===== config.mk =====
export PLATFORM = sky130hd
export DESIGN_NAME = wb_pipe_stage
export DESIGN_NICKNAME = d
export VERILOG_FILES = /design/src/rtl/wb_pkg.sv /design/src/rtl/skid_reg.sv /design/src/rtl/wb_pipe_stage.sv
export SDC_FILE = /design/constraint.sdc
export NUM_CORES = 1
export LEC_CHECK = 0
export CORE_UTILIZATION = 35
export DETAILED_ROUTE_END_ITERATION = 8
export GPL_TIMING_DRIVEN = 0
export PLACE_DENSITY = 0.73
export SLEW_MARGIN = 20
export SYNTH_ARGS = -nofsm -noshare
export SYNTH_HDL_FRONTEND = slang
export SYNTH_SLANG_ARGS = --single-unit

===== constraint.sdc =====
create_clock -name clock -period 5.4 [get_ports clock]
set_input_delay 0.81 -clock clock [delete_from_list [all_inputs] [get_ports clock]]
set_output_delay 0.81 -clock clock [all_outputs]
set_load 0.05 [all_outputs]

===== src/rtl/wb_pkg.sv =====
// wb_pkg
// Shared definitions for the MEM->WB pipeline stage and its skid buffer.
// Contents:
//   - default field widths for the stage parameters
//   - bit positions of the write-back control flags inside the ctrl field
//   - occupancy state enum of the 2-entry skid buffer
//   - helper that computes the packed payload width carried by the buffer
package wb_pkg;

  // Default widths of the stage parameters.
  localparam int DATA_W_DEF = 32;
  localparam int ADDR_W_DEF = 5;
  localparam int CTRL_W_DEF = 2;
  localparam int CNT_W_DEF  = 16;

  // regWrite always sits in the top bit of the ctrl field. This constant
  // gives its position for the default width; wider ctrl fields use CTRL_W-1.
  localparam int WB_REGWRITE_BIT = CTRL_W_DEF - 1;
  localparam int WB_MEMTOREG_BIT = 0;

  // Occupancy of the skid buffer: nothing held, head only, head plus skid.
  typedef enum logic [1:0] {
    ST_EMPTY = 2'd0,
    ST_ONE   = 2'd1,
    ST_FULL  = 2'd2
  } skid_state_e;

  // Width of the packed beat {ctrl, rdata, alu, dest}.
  function automatic int wbPayloadWidth(input int ctrlW, input int dataW, input int addrW);
    return ctrlW + 2 * dataW + addrW;
  endfunction

endpackage


===== src/rtl/skid_reg.sv =====
// skid_reg
// Generic 2-entry valid/ready skid buffer on a packed payload.
// The head register drives the output; the skid register catches the one
// beat that can arrive while the head is blocked. The upstream ready is a
// registered flag (skid register not occupied), so there is never a
// combinational path from i_ready to o_ready.
// Ports:
//   clock, reset  single clock, asynchronous active-high reset
//   i_flush       drop every held beat at the next edge
//   i_valid       upstream beat present
//   o_ready       buffer can take a beat (registered)
//   i_data        upstream payload
//   o_valid       head beat present
//   i_ready       downstream consumes the head beat
//   o_data        head payload
module skid_reg
  import wb_pkg::*;
#(
  parameter int W = 8
) (
  input  logic         clock,
  input  logic         reset,
  input  logic         i_flush,
  input  logic         i_valid,
  output logic         o_ready,
  input  logic [W-1:0] i_data,
  output logic         o_valid,
  input  logic         i_ready,
  output logic [W-1:0] o_data
);

  skid_state_e  r_state;
  logic [W-1:0] r_head;
  logic [W-1:0] r_skid;
  logic         r_inReady;
  logic         r_outValid;

  logic         w_accept;
  logic         w_pop;

  // Handshakes are judged against the registered flags only, so a beat is
  // accepted exactly when the upstream sees ready high.
  assign w_accept = i_valid & r_inReady;
  assign w_pop    = r_outValid & i_ready;

  // Occupancy state machine. The ready and valid flags are registered
  // alongside the state so they always agree with it: ready is low only in
  // FULL, valid is high in ONE and FULL. Flush outranks every transfer and
  // also throws away any beat being accepted in the same cycle; the data
  // registers keep stale contents since nothing reads them while invalid.
  always_ff @(posedge clock or posedge reset) begin
    if (reset) begin
      r_state    <= ST_EMPTY;
      r_head     <= '0;
      r_skid     <= '0;
      r_inReady  <= 1'b1;
      r_outValid <= 1'b0;
    end else if (i_flush) begin
      r_state    <= ST_EMPTY;
      r_inReady  <= 1'b1;
      r_outValid <= 1'b0;
    end else begin
      case (r_state)
        ST_EMPTY: begin
          if (w_accept) begin
            r_head     <= i_data;
            r_outValid <= 1'b1;
            r_state    <= ST_ONE;
          end
        end
        ST_ONE: begin
          if (w_accept && w_pop) begin
            // Streaming: the new beat replaces the one leaving.
            r_head <= i_data;
          end else if (w_pop) begin
            r_outValid <= 1'b0;
            r_state    <= ST_EMPTY;
          end else if (w_accept) begin
            // Head is blocked, park the new beat and close the input.
            r_skid    <= i_data;
            r_inReady <= 1'b0;
            r_state   <= ST_FULL;
          end
        end
        ST_FULL: begin
          // Input is closed here, so only a pop can move things along.
          if (w_pop) begin
            r_head    <= r_skid;
            r_inReady <= 1'b1;
            r_state   <= ST_ONE;
          end
        end
        default: begin
          r_state    <= ST_EMPTY;
          r_inReady  <= 1'b1;
          r_outValid <= 1'b0;
        end
      endcase
    end
  end

  assign o_ready = r_inReady;
  assign o_valid = r_outValid;
  assign o_data  = r_head;

endmodule


===== src/rtl/wb_pipe_stage.sv =====
// wb_pipe_stage
// MEM->WB pipeline stage register with valid/ready handshake, 2-entry skid
// buffer for back-pressure, synchronous flush, a forwarding port driven from
// the head beat, and a saturating stall counter for performance debug.
// Ports:
//   clock, reset        single clock, asynchronous active-high reset
//   flush               drop all held beats at the next edge
//   in_valid/in_ready   upstream handshake (in_ready is registered)
//   in_ctrl             WB control: top bit regWrite, bit 0 memToReg
//   in_rdata, in_alu    memory read data and ALU result
//   in_dest             destination register index
//   out_valid/out_ready downstream handshake for the head beat
//   out_ctrl/rdata/alu/dest  head beat fields, bit-exact copies of the input
//   out_reg_write       head valid and regWrite set
//   out_mem_to_reg      memToReg bit of the head beat
//   fwd_valid/dest/value forwarding view of the head beat
//   stall_count         saturating count of cycles with head valid but blocked
module wb_pipe_stage
  import wb_pkg::*;
#(
  parameter int DATA_W = DATA_W_DEF,
  parameter int ADDR_W = ADDR_W_DEF,
  parameter int CTRL_W = CTRL_W_DEF,
  parameter int CNT_W  = CNT_W_DEF
) (
  input  logic              clock,
  input  logic              reset,
  input  logic              flush,

  input  logic              in_valid,
  output logic              in_ready,
  input  logic [CTRL_W-1:0] in_ctrl,
  input  logic [DATA_W-1:0] in_rdata,
  input  logic [DATA_W-1:0] in_alu,
  input  logic [ADDR_W-1:0] in_dest,

  output logic              out_valid,
  input  logic              out_ready,
  output logic [CTRL_W-1:0] out_ctrl,
  output logic [DATA_W-1:0] out_rdata,
  output logic [DATA_W-1:0] out_alu,
  output logic [ADDR_W-1:0] out_dest,
  output logic              out_reg_write,
  output logic              out_mem_to_reg,

  output logic              fwd_valid,
  output logic [ADDR_W-1:0] fwd_dest,
  output logic [DATA_W-1:0] fwd_value,

  output logic [CNT_W-1:0]  stall_count
);

  localparam int PAYLOAD_W   = wbPayloadWidth(CTRL_W, DATA_W, ADDR_W);
  localparam int REGWRITE_BIT = CTRL_W - 1;
  localparam logic [CNT_W-1:0] CNT_MAX = {CNT_W{1'b1}};

  logic [PAYLOAD_W-1:0] w_inPayload;
  logic [PAYLOAD_W-1:0] w_outPayload;
  logic                 w_stalled;
  logic [CNT_W-1:0]     r_stallCount;

  // Pack the beat with ctrl in the top bits and dest in the bottom bits.
  assign w_inPayload = {in_ctrl, in_rdata, in_alu, in_dest};

  skid_reg #(
    .W (PAYLOAD_W)
  ) u_skid (
    .clock   (clock),
    .reset   (reset),
    .i_flush (flush),
    .i_valid (in_valid),
    .o_ready (in_ready),
    .i_data  (w_inPayload),
    .o_valid (out_valid),
    .i_ready (out_ready),
    .o_data  (w_outPayload)
  );

  assign {out_ctrl, out_rdata, out_alu, out_dest} = w_outPayload;

  // regWrite is qualified with valid so that stale head data left behind by
  // a flush or pop can never trigger a register-file write or a forward.
  // memToReg is a plain mux select and needs no qualification.
  assign out_reg_write  = out_valid & out_ctrl[REGWRITE_BIT];
  assign out_mem_to_reg = out_ctrl[WB_MEMTOREG_BIT];

  // Forwarding looks only at the head beat; the skid beat is younger and
  // must not be forwarded ahead of it.
  assign fwd_valid = out_reg_write;
  assign fwd_dest  = out_dest;
  assign fwd_value = out_mem_to_reg ? out_rdata : out_alu;

  assign w_stalled = out_valid & ~out_ready;

  // Stall counter: counts cycles where the head is held by the write-back
  // stage and sticks at all-ones. Only reset clears it, so a flush does not
  // lose the debug history.
  always_ff @(posedge clock or posedge reset) begin
    if (reset) begin
      r_stallCount <= '0;
    end else if (w_stalled && (r_stallCount != CNT_MAX)) begin
      r_stallCount <= r_stallCount + CNT_W'(1);
    end
  end

  assign stall_count = r_stallCount;

endmodule


==> results.sh, run 1 <==
export IMPL_netlist_cell_type_count=37
export IMPL_setup_viol=0
export IMPL_ctsHoldBuffers=0
export IMPL_placed_area_um2=9980
export IMPL_path_clk_slew_ps=60
export IMPL_hold_path_class="flip-flop to flip-flop"
export IMPL_synthesis_area_um2=7530
export IMPL_async_reset_ff_frac=1.00
export IMPL_ys_seq_area_frac=0.538
export IMPL_cts_buffers=17
export IMPL_finalCritPeriodShare=0.695
export IMPL_slew_viol_final=0
export IMPL_dpl_hpwl_um=12600
export IMPL_cts_tree="done"
export IMPL_cts_resized=0
export IMPL_chipHeight_um=149
export IMPL_worst_pin_slew_ps=733
export IMPL_drc=0
export IMPL_io_pins=205
export IMPL_fmaxAchievable_mhz=266
export IMPL_layout_commonest_cell="mux2_2"
export IMPL_fp_row_count=53
export IMPL_grt_pass1_wl_um=28000
export IMPL_place_gp_congestion=0.734
export IMPL_clk_latency_ps=420
export IMPL_yosys_warnings=0
export IMPL_ys_seq_elements=162
export IMPL_drv_cap=0
export IMPL_overflow=0
export IMPL_synth_nets=599
export IMPL_cellPowerDensity_nw_per_um2=699
export IMPL_antenna_found_initial=0
export IMPL_layout_common_cells="mux2_2, clkdlybuf4s50_1, dfrtp_1"
export IMPL_regArea_um2=4060
export IMPL_fp_dieW_um=149
export IMPL_slew_headroom=0.511
export IMPL_io_buffers=204
export IMPL_worstPathMaxFanout=10
export IMPL_initial_core_util=0.357
export IMPL_cts_setup_buffers=0
export IMPL_num_fill_cells=1848
export IMPL_synth_edf_count=0
export IMPL_synthAdderAreaFrac=0.00166
export IMPL_grt_pass1_vias=5049
export IMPL_crit_required_ps=4590
export IMPL_whs_ps=502
export IMPL_grt_max_degree=59
export IMPL_syn_avg_cell_area_um2=14.4
export IMPL_synth_compound_area_frac=0.0139
export IMPL_antenna_cells=0
export IMPL_fp_coreArea_um2=21100
export IMPL_hold_viol_final=0
export IMPL_via_per_inst=4.77
export IMPL_synth_xor_area_frac=0.0163
export IMPL_drtIter0Drc=103
export IMPL_yosys_area_share_simple=0.0327
export IMPL_htree_levels=4
export IMPL_antenna_left=0
export IMPL_min_period_ps=3750
export IMPL_synth_top_family_by_area="multiplexers"
export IMPL_vias=4942
export IMPL_clk_path_buf_depth=2
export IMPL_wl_per_cell_um=17.1
export IMPL_final_area_um2=10600
export IMPL_drive_gt1_frac=0.382
export IMPL_wirelength_um=17700
export IMPL_area_growth_pct=40.3
export IMPL_final_nets=824
export IMPL_synth_mux_area_frac=0.368
export IMPL_synthFlopType="dfrtp_1"
export IMPL_critical_path_class="flip-flop to output port"
export IMPL_root_buffer="clkbuf_16"
export IMPL_p_leak_nw=4.33
export IMPL_grtUsageTotal=0.167
export IMPL_detailedRoute_firstPassIterationCount=4
export IMPL_finClkSkew_ps=8.62
export IMPL_worstSetupEndpointType="output port"
export IMPL_ir_drop_uv=471
export IMPL_clock_sinks=162
export IMPL_die_area_um2=22100
export IMPL_status="completed"
export IMPL_rsz0062_at_grt="no"
export IMPL_multi_input_area_um2=3260
export IMPL_syn_inst=522
export IMPL_cp_start_kind="flip-flop"
export IMPL_cp_arrival_ps=2940
==> registers in the layout (all words and copies together) (netlist names) <==
name            cells
u_skid.r_state      2
u_skid.o_valid      1
stall_count        16
u_skid.o_ready      1
u_skid.r_skid      71
u_skid.o_data      71
==> synthesized netlist by cell type, drive strengths merged, types with 3 or more instances <==
cell type / instances / share of area
nand3: 4 / 0.0027
a21oi: 5 / 0.0048
nor2b: 3 / 0.0025
dfrtp: 161 / 0.53
buf: 16 / 0.019
nand4: 9 / 0.0075
xor2: 3 / 0.0035
mux2: 246 / 0.37
nor2: 5 / 0.0025
inv: 3 / 0.0015
nand2: 10 / 0.0050
nand2b: 3 / 0.0025
clkbuf: 19 / 0.0095
o21ai: 4 / 0.0027
xnor2: 11 / 0.013
==> layout make-up <==
| class | instances | share of cell area |
|---|---|---|
| sequential | 162 | 0.384 |
| multi-input combinational | 322 | 0.308 |
| timing repair buffer | 206 | 0.198 |
| clock buffer | 22 | 0.0430 |
| tap | 275 | 0.0325 |
| buffer | 35 | 0.0200 |
| clock inverter | 10 | 0.0127 |
| inverter | 3 | 0.00178 |
==> per-stage QoR <==
stage | worst slack [ps] | util | std cells | power (mW) | TNS [ps]
after CTS | 1550 | 0.501 | 1035 | 7.48 | 0
after floorplan | 215 | - | 522 | 4.88 | 0
after global placement | -2300 | 0.470 | 1001 | 6.15 | -369080
after detailed placement | 2020 | 0.473 | 1003 | 6.21 | 0
final | 1650 | 0.501 | 1035 | 7.39 | 0
after global routing | 1470 | 0.501 | 1035 | 7.74 | 0
==> where the power goes <==
group | internal [mW] | total [mW] | switching [mW] | leakage, nW
Sequential | 1.78 | 2.15 | 0.376 | 1.95
Combinational | 1.59 | 4.01 | 2.42 | 2.09
Clock | 0.738 | 1.23 | 0.491 | 0.284
Total | 4.11 | 7.39 | 3.28 | 4.33
==> worst max-delay path, cell delays in order, from the launching register on <==
cell	delay, ps
dfrtp_1	370
clkbuf_1	430
clkbuf_1	590
mux2_2	400
clkdlybuf4s50_1	740
==> worst paths after layout <==
kind,from,end,slack [ps],cells after the start
setup / recovery,u_skid.o_data[69],fwd_value[30],1650,4
hold / removal,u_skid.r_skid[17],u_skid.r_skid[17],500,1
setup reg to reg,u_skid.r_state[0],u_skid.o_data[47],3050,6
hold reg to reg,u_skid.r_skid[17],u_skid.r_skid[17],500,1
max in group asynchronous,reset,u_skid.o_data[42],3690,4
min in group asynchronous,reset,u_skid.o_data[60],790,2
==> kinds of logic after synthesis <==
| family | after synthesis |
|---|---|
| compound gates | 15 |
| xor+xnor | 14 |
| fa+ha+maj | 1 |
| buf+inv | 38 |
| flops | 162 |
| mux | 246 |
| simple gates | 46 |
==> layer usage <==
layer,share of wire,track usage
met1,0.47,0.228
met2,0.46,0.254
met3,0.067,0.0564
met4,0.0094,0.0402
met5,0,0
Power figures use the tool's default switching activity.
==> run 2: changes to the inputs <==
- clock period: 5.4 -> 3.4 ns (I/O delays scaled with it)
==> results.sh, run 2 (synthesis gave the netlist of run 1 again) <==
export IMPL_hold_path_class="flip-flop to flip-flop"
export IMPL_setup_viol=0
export IMPL_worstSetupEndpointType="output port"
export IMPL_fmaxAchievable_mhz=326
export IMPL_hold_viol_final=0
export IMPL_initial_core_util=0.357
export IMPL_grt_util_met2=0.271
export IMPL_fin_util=0.506
export IMPL_fp_coreArea_um2=21100
export IMPL_antenna_left=0
export IMPL_top_usage_layer="met2"
export IMPL_drive_gt1_frac=0.394
export IMPL_htree_levels=4
export IMPL_status="completed"
export IMPL_detailedRoute_firstPassIterationCount=4
export IMPL_overflow=0
export IMPL_grt_pass1_vias=5191
export IMPL_die_area_um2=22100
export IMPL_cellPowerDensity_nw_per_um2=1110
export IMPL_dpl_hpwl_um=12800
export IMPL_ir_drop_uv=873
export IMPL_clk_path_buf_depth=2
export IMPL_use_met3=0.0509
export IMPL_cp_arrival_ps=2560
export IMPL_r2r_cells=6
export IMPL_chipHeight_um=149
export IMPL_layout_commonest_cell="mux2_2"
export IMPL_layout_common_cells="mux2_2, clkdlybuf4s50_1, dfrtp_1"
export IMPL_ctsHoldBuffers=0
export IMPL_worstPathMaxFanout=10
export IMPL_place_gp_congestion=0.754
export IMPL_cts_tree="done"
export IMPL_final_area_um2=10700
export IMPL_finalCritPeriodShare=0.903
export IMPL_crit_required_ps=2890
export IMPL_io_buffers=204
export IMPL_drtIter0Drc=89
export IMPL_reg2reg_slack_ps=1060
export IMPL_finClkSkew_ps=6.48
export IMPL_placed_area_um2=10000
export IMPL_critical_path_class="flip-flop to output port"
export IMPL_antenna_cells=0
export IMPL_startpoint="u_skid.o_data[69]"
export IMPL_grt_use_met1=0.224
export IMPL_antenna_found_initial=0
export IMPL_area_growth_pct=41.5
export IMPL_wl_per_cell_um=17.1
export IMPL_drc=0
export IMPL_grt_max_degree=33
export IMPL_slew_headroom=0.484
export IMPL_p_leak_nw=4.38
export IMPL_worst_pin_slew_ps=774
export IMPL_path_clk_slew_ps=70
export IMPL_clk_latency_ps=420
export IMPL_vias=5004
export IMPL_wirelength_um=17800
export IMPL_via_per_inst=4.83
export IMPL_r2r_end="u_skid.o_data[43]"
export IMPL_endpoint="fwd_value[17]"
export IMPL_rsz0062_at_grt="no"
export IMPL_slew_viol_final=0
export IMPL_final_nets=826
export IMPL_cp_start_kind="flip-flop"
export IMPL_grtUsageTotal=0.169
export IMPL_fp_dieW_um=149
export IMPL_dp_slack_ps=279
export IMPL_grt_pass1_wl_um=28500
export IMPL_clock_sinks=162
export IMPL_setup_slack_ps=331
export IMPL_drv_cap=0
export IMPL_fp_row_count=53
export IMPL_reg2reg_from="u_skid.r_state[0]"
export IMPL_cts_setup_buffers=0
export IMPL_cts_buffers=17
export IMPL_io_pins=205
export IMPL_min_period_ps=3070
export IMPL_root_buffer="clkbuf_16"
[run 2: cell count changes in the layout (fill, tap and decap cells not counted), sizes merged]
cell	change
inv	+7
clkbuf	-5
buf	+3
clkinv	-3
[run 2: layout make-up]
class	instances	area [µm²]
plain buffers	34	211
clock buffers	18	439
clock inverters	14	190
fillers	1896	10400
inverters	3	15.0
multi-input cells	322	3260
flip-flops and latches	162	4060
well taps	275	344
repair buffers	209	2150
[run 2: worst min path at each step]
stage	start	endpoint	slack [ps]	depth (start not counted)
after floorplan	u_skid.r_skid[0]	u_skid.r_skid[0]	480	1
after global placement	u_skid.r_skid[34]	u_skid.r_skid[34]	480	1
after detailed placement	u_skid.r_skid[35]	u_skid.r_skid[35]	490	1
after CTS	u_skid.r_skid[35]	u_skid.r_skid[35]	500	1
after global routing	u_skid.r_skid[57]	u_skid.r_skid[57]	520	1
final	u_skid.r_skid[35]	u_skid.r_skid[35]	500	1
[run 2: routing by layer]
metal / part of all wire / vias up
li1: - / 2333
met1: 0.46 / 2515
met2: 0.47 / 146
met3: 0.059 / 10
met4: 0.0058 / 0
met5: 0 / -
[run 2: what timing repair did]
action	4_1_cts	5_1_grt
endpoints found under the setup margin	29	1
resized for setup	3	0
pin swaps	0	0
[run 2: through the flow]
step	TNS [ps]	cells	hold WS, ps	total power, mW
finish	0	1037	502	11.8
global route	0	1037	517	12.4
CTS	0	1038	505	12.0
detailed placement	0	1006	490	9.89
global placement	-104900	1001	483	9.77
floorplan	0	522	475	7.75
[run 2: worst max-delay path, stage by stage, from the launching register on]
cell	delay (ps)
dfrtp_1	650
clkbuf_2	410
mux2_2	380
clkdlybuf4s50_1	700
[run 2: power breakdown]
part	internal, mW	switching, mW
Sequential	2.82	0.626
Clock	1.20	0.837
Combinational	2.54	3.82
==> run 3: changes to the inputs <==
==> constraint.sdc (replaced) <==
create_clock -name clock -period 3.4 [get_ports clock]
set_input_delay 0.34 -clock clock [delete_from_list [all_inputs] [get_ports clock]]
set_output_delay 0.34 -clock clock [all_outputs]
set_load 0.05 [all_outputs]
==> results.sh, run 3 (synthesis gave the netlist of run 1 again) <==
export IMPL_status="completed"
export IMPL_rsz0062_at_grt="no"
export IMPL_vias=4987
export IMPL_finalCritPeriodShare=0.902
export IMPL_drc=0
export IMPL_p_leak_nw=4.38
export IMPL_cts_buffers=17
export IMPL_drive_gt1_frac=0.393
export IMPL_worstPathMaxFanout=10
export IMPL_placed_area_um2=10000
export IMPL_root_buffer="clkbuf_16"
export IMPL_antenna_cells=0
export IMPL_worst_pin_slew_ps=769
export IMPL_clock_sinks=162
export IMPL_setup_tns_ps=0
export IMPL_slew_viol_final=0
export IMPL_initial_core_util=0.357
export IMPL_ctsHoldBuffers=0
export IMPL_grt_pass1_vias=5191
export IMPL_fmaxAchievable_mhz=326
export IMPL_critical_path_class="flip-flop to output port"
export IMPL_fin_util=0.506
export IMPL_htree_levels=4
export IMPL_place_gp_congestion=0.754
export IMPL_fp_dieW_um=149
export IMPL_whs_ps=375
export IMPL_cellPowerDensity_nw_per_um2=1110
export IMPL_fp_coreArea_um2=21100
export IMPL_area_growth_pct=41.5
export IMPL_fp_row_count=53
export IMPL_layout_commonest_cell="mux2_2"
export IMPL_r2r_cells=6
export IMPL_setup_viol=0
export IMPL_startpoint="u_skid.o_data[69]"
export IMPL_drtIter0Drc=98
export IMPL_cp_arrival_ps=2730
export IMPL_via_per_inst=4.80
export IMPL_dpl_hpwl_um=12800
export IMPL_io_buffers=204
export IMPL_drv_cap=0
export IMPL_reg2reg_slack_ps=1070
export IMPL_dpl_cell_count=1006
export IMPL_antenna_found_initial=0
export IMPL_antenna_left=0
export IMPL_final_nets=827
export IMPL_layout_common_cells="mux2_2, clkdlybuf4s50_1, dfrtp_1"
export IMPL_hold_viol_final=0
export IMPL_slew_headroom=0.487
export IMPL_crit_required_ps=3060
export IMPL_final_area_um2=10700
export IMPL_io_pins=205
export IMPL_hold_path_class="input port to async pin"
export IMPL_path_clk_slew_ps=70
export IMPL_clk_latency_ps=420
export IMPL_cts_tree="done"
export IMPL_grt_max_degree=33
export IMPL_wirelength_um=17800
export IMPL_cp_start_kind="flip-flop"
export IMPL_grt_pass1_wl_um=28500
export IMPL_detailedRoute_firstPassIterationCount=4
export IMPL_cts_setup_buffers=0
export IMPL_fin_cells=1038
export IMPL_chipHeight_um=149
export IMPL_min_period_ps=3070
export IMPL_worstSetupEndpointType="output port"
export IMPL_setup_slack_ps=334
export IMPL_reg2reg_from="u_skid.r_state[0]"
export IMPL_overflow=0
export IMPL_wl_per_cell_um=17.1
export IMPL_power_mw=11.8
export IMPL_grtUsageTotal=0.169
export IMPL_finClkSkew_ps=6.94
export IMPL_r2r_end="u_skid.o_data[35]"
export IMPL_dp_slack_ps=449
export IMPL_die_area_um2=22100
export IMPL_ir_drop_uv=873
export IMPL_clk_path_buf_depth=2
[run 3: cell types whose count changed in the layout (fill, tap and decap cells not counted)]
cell and change:
clkbuf_1 +1
[run 3: timing repair]
item                                    CTS  global route
pin swaps                                 0             0
gates resized for setup                   2             2
endpoints found under the setup margin   11             9
[run 3: critical path, stage by stage (launching register included)]
cell and delay [ps]:
dfrtp_1 390, clkbuf_1 430, clkbuf_2 400, mux2_2 370, clkdlybuf4s50_1 720
[run 3: layout make-up]
| type | count | area, µm² |
|---|---|---|
| Tap cell | 275 | 344 |
| Sequential cell | 162 | 4060 |
| Timing Repair Buffer | 209 | 2150 |
| Clock inverter | 14 | 190 |
| Inverter | 3 | 15.0 |
| Buffer | 35 | 215 |
| Fill cell | 1894 | 10400 |
| Multi-Input combinational cell | 322 | 3260 |
| Clock buffer | 18 | 439 |
[run 3: per-layer routing]
layer	GRT usage	vias up	part of all wire
met1	0.224	2507	0.46
met2	0.271	138	0.47
li1	-	2333	-
met5	0	-	0
met4	0.0371	0	0.0059
met3	0.0509	9	0.060
[run 3: worst max path at each step]
| stage | endpoint | cells past startpoint |
|---|---|---|
| after floorplan | stall_count[0] | 1 |
| after global placement | u_skid.o_data[18] | 2 |
| after detailed placement | fwd_value[17] | 4 |
| after CTS | fwd_value[30] | 4 |
| after global routing | fwd_value[30] | 4 |
| final | fwd_value[30] | 4 |
[run 3: where the power goes]
part	internal (mW)	leakage (nW)	total (mW)	switching, mW
clock	1.20	0.307	2.04	0.839
combinational	2.54	2.12	6.38	3.84
sequential	2.82	1.95	3.43	0.605
total	6.56	4.38	11.8	5.29
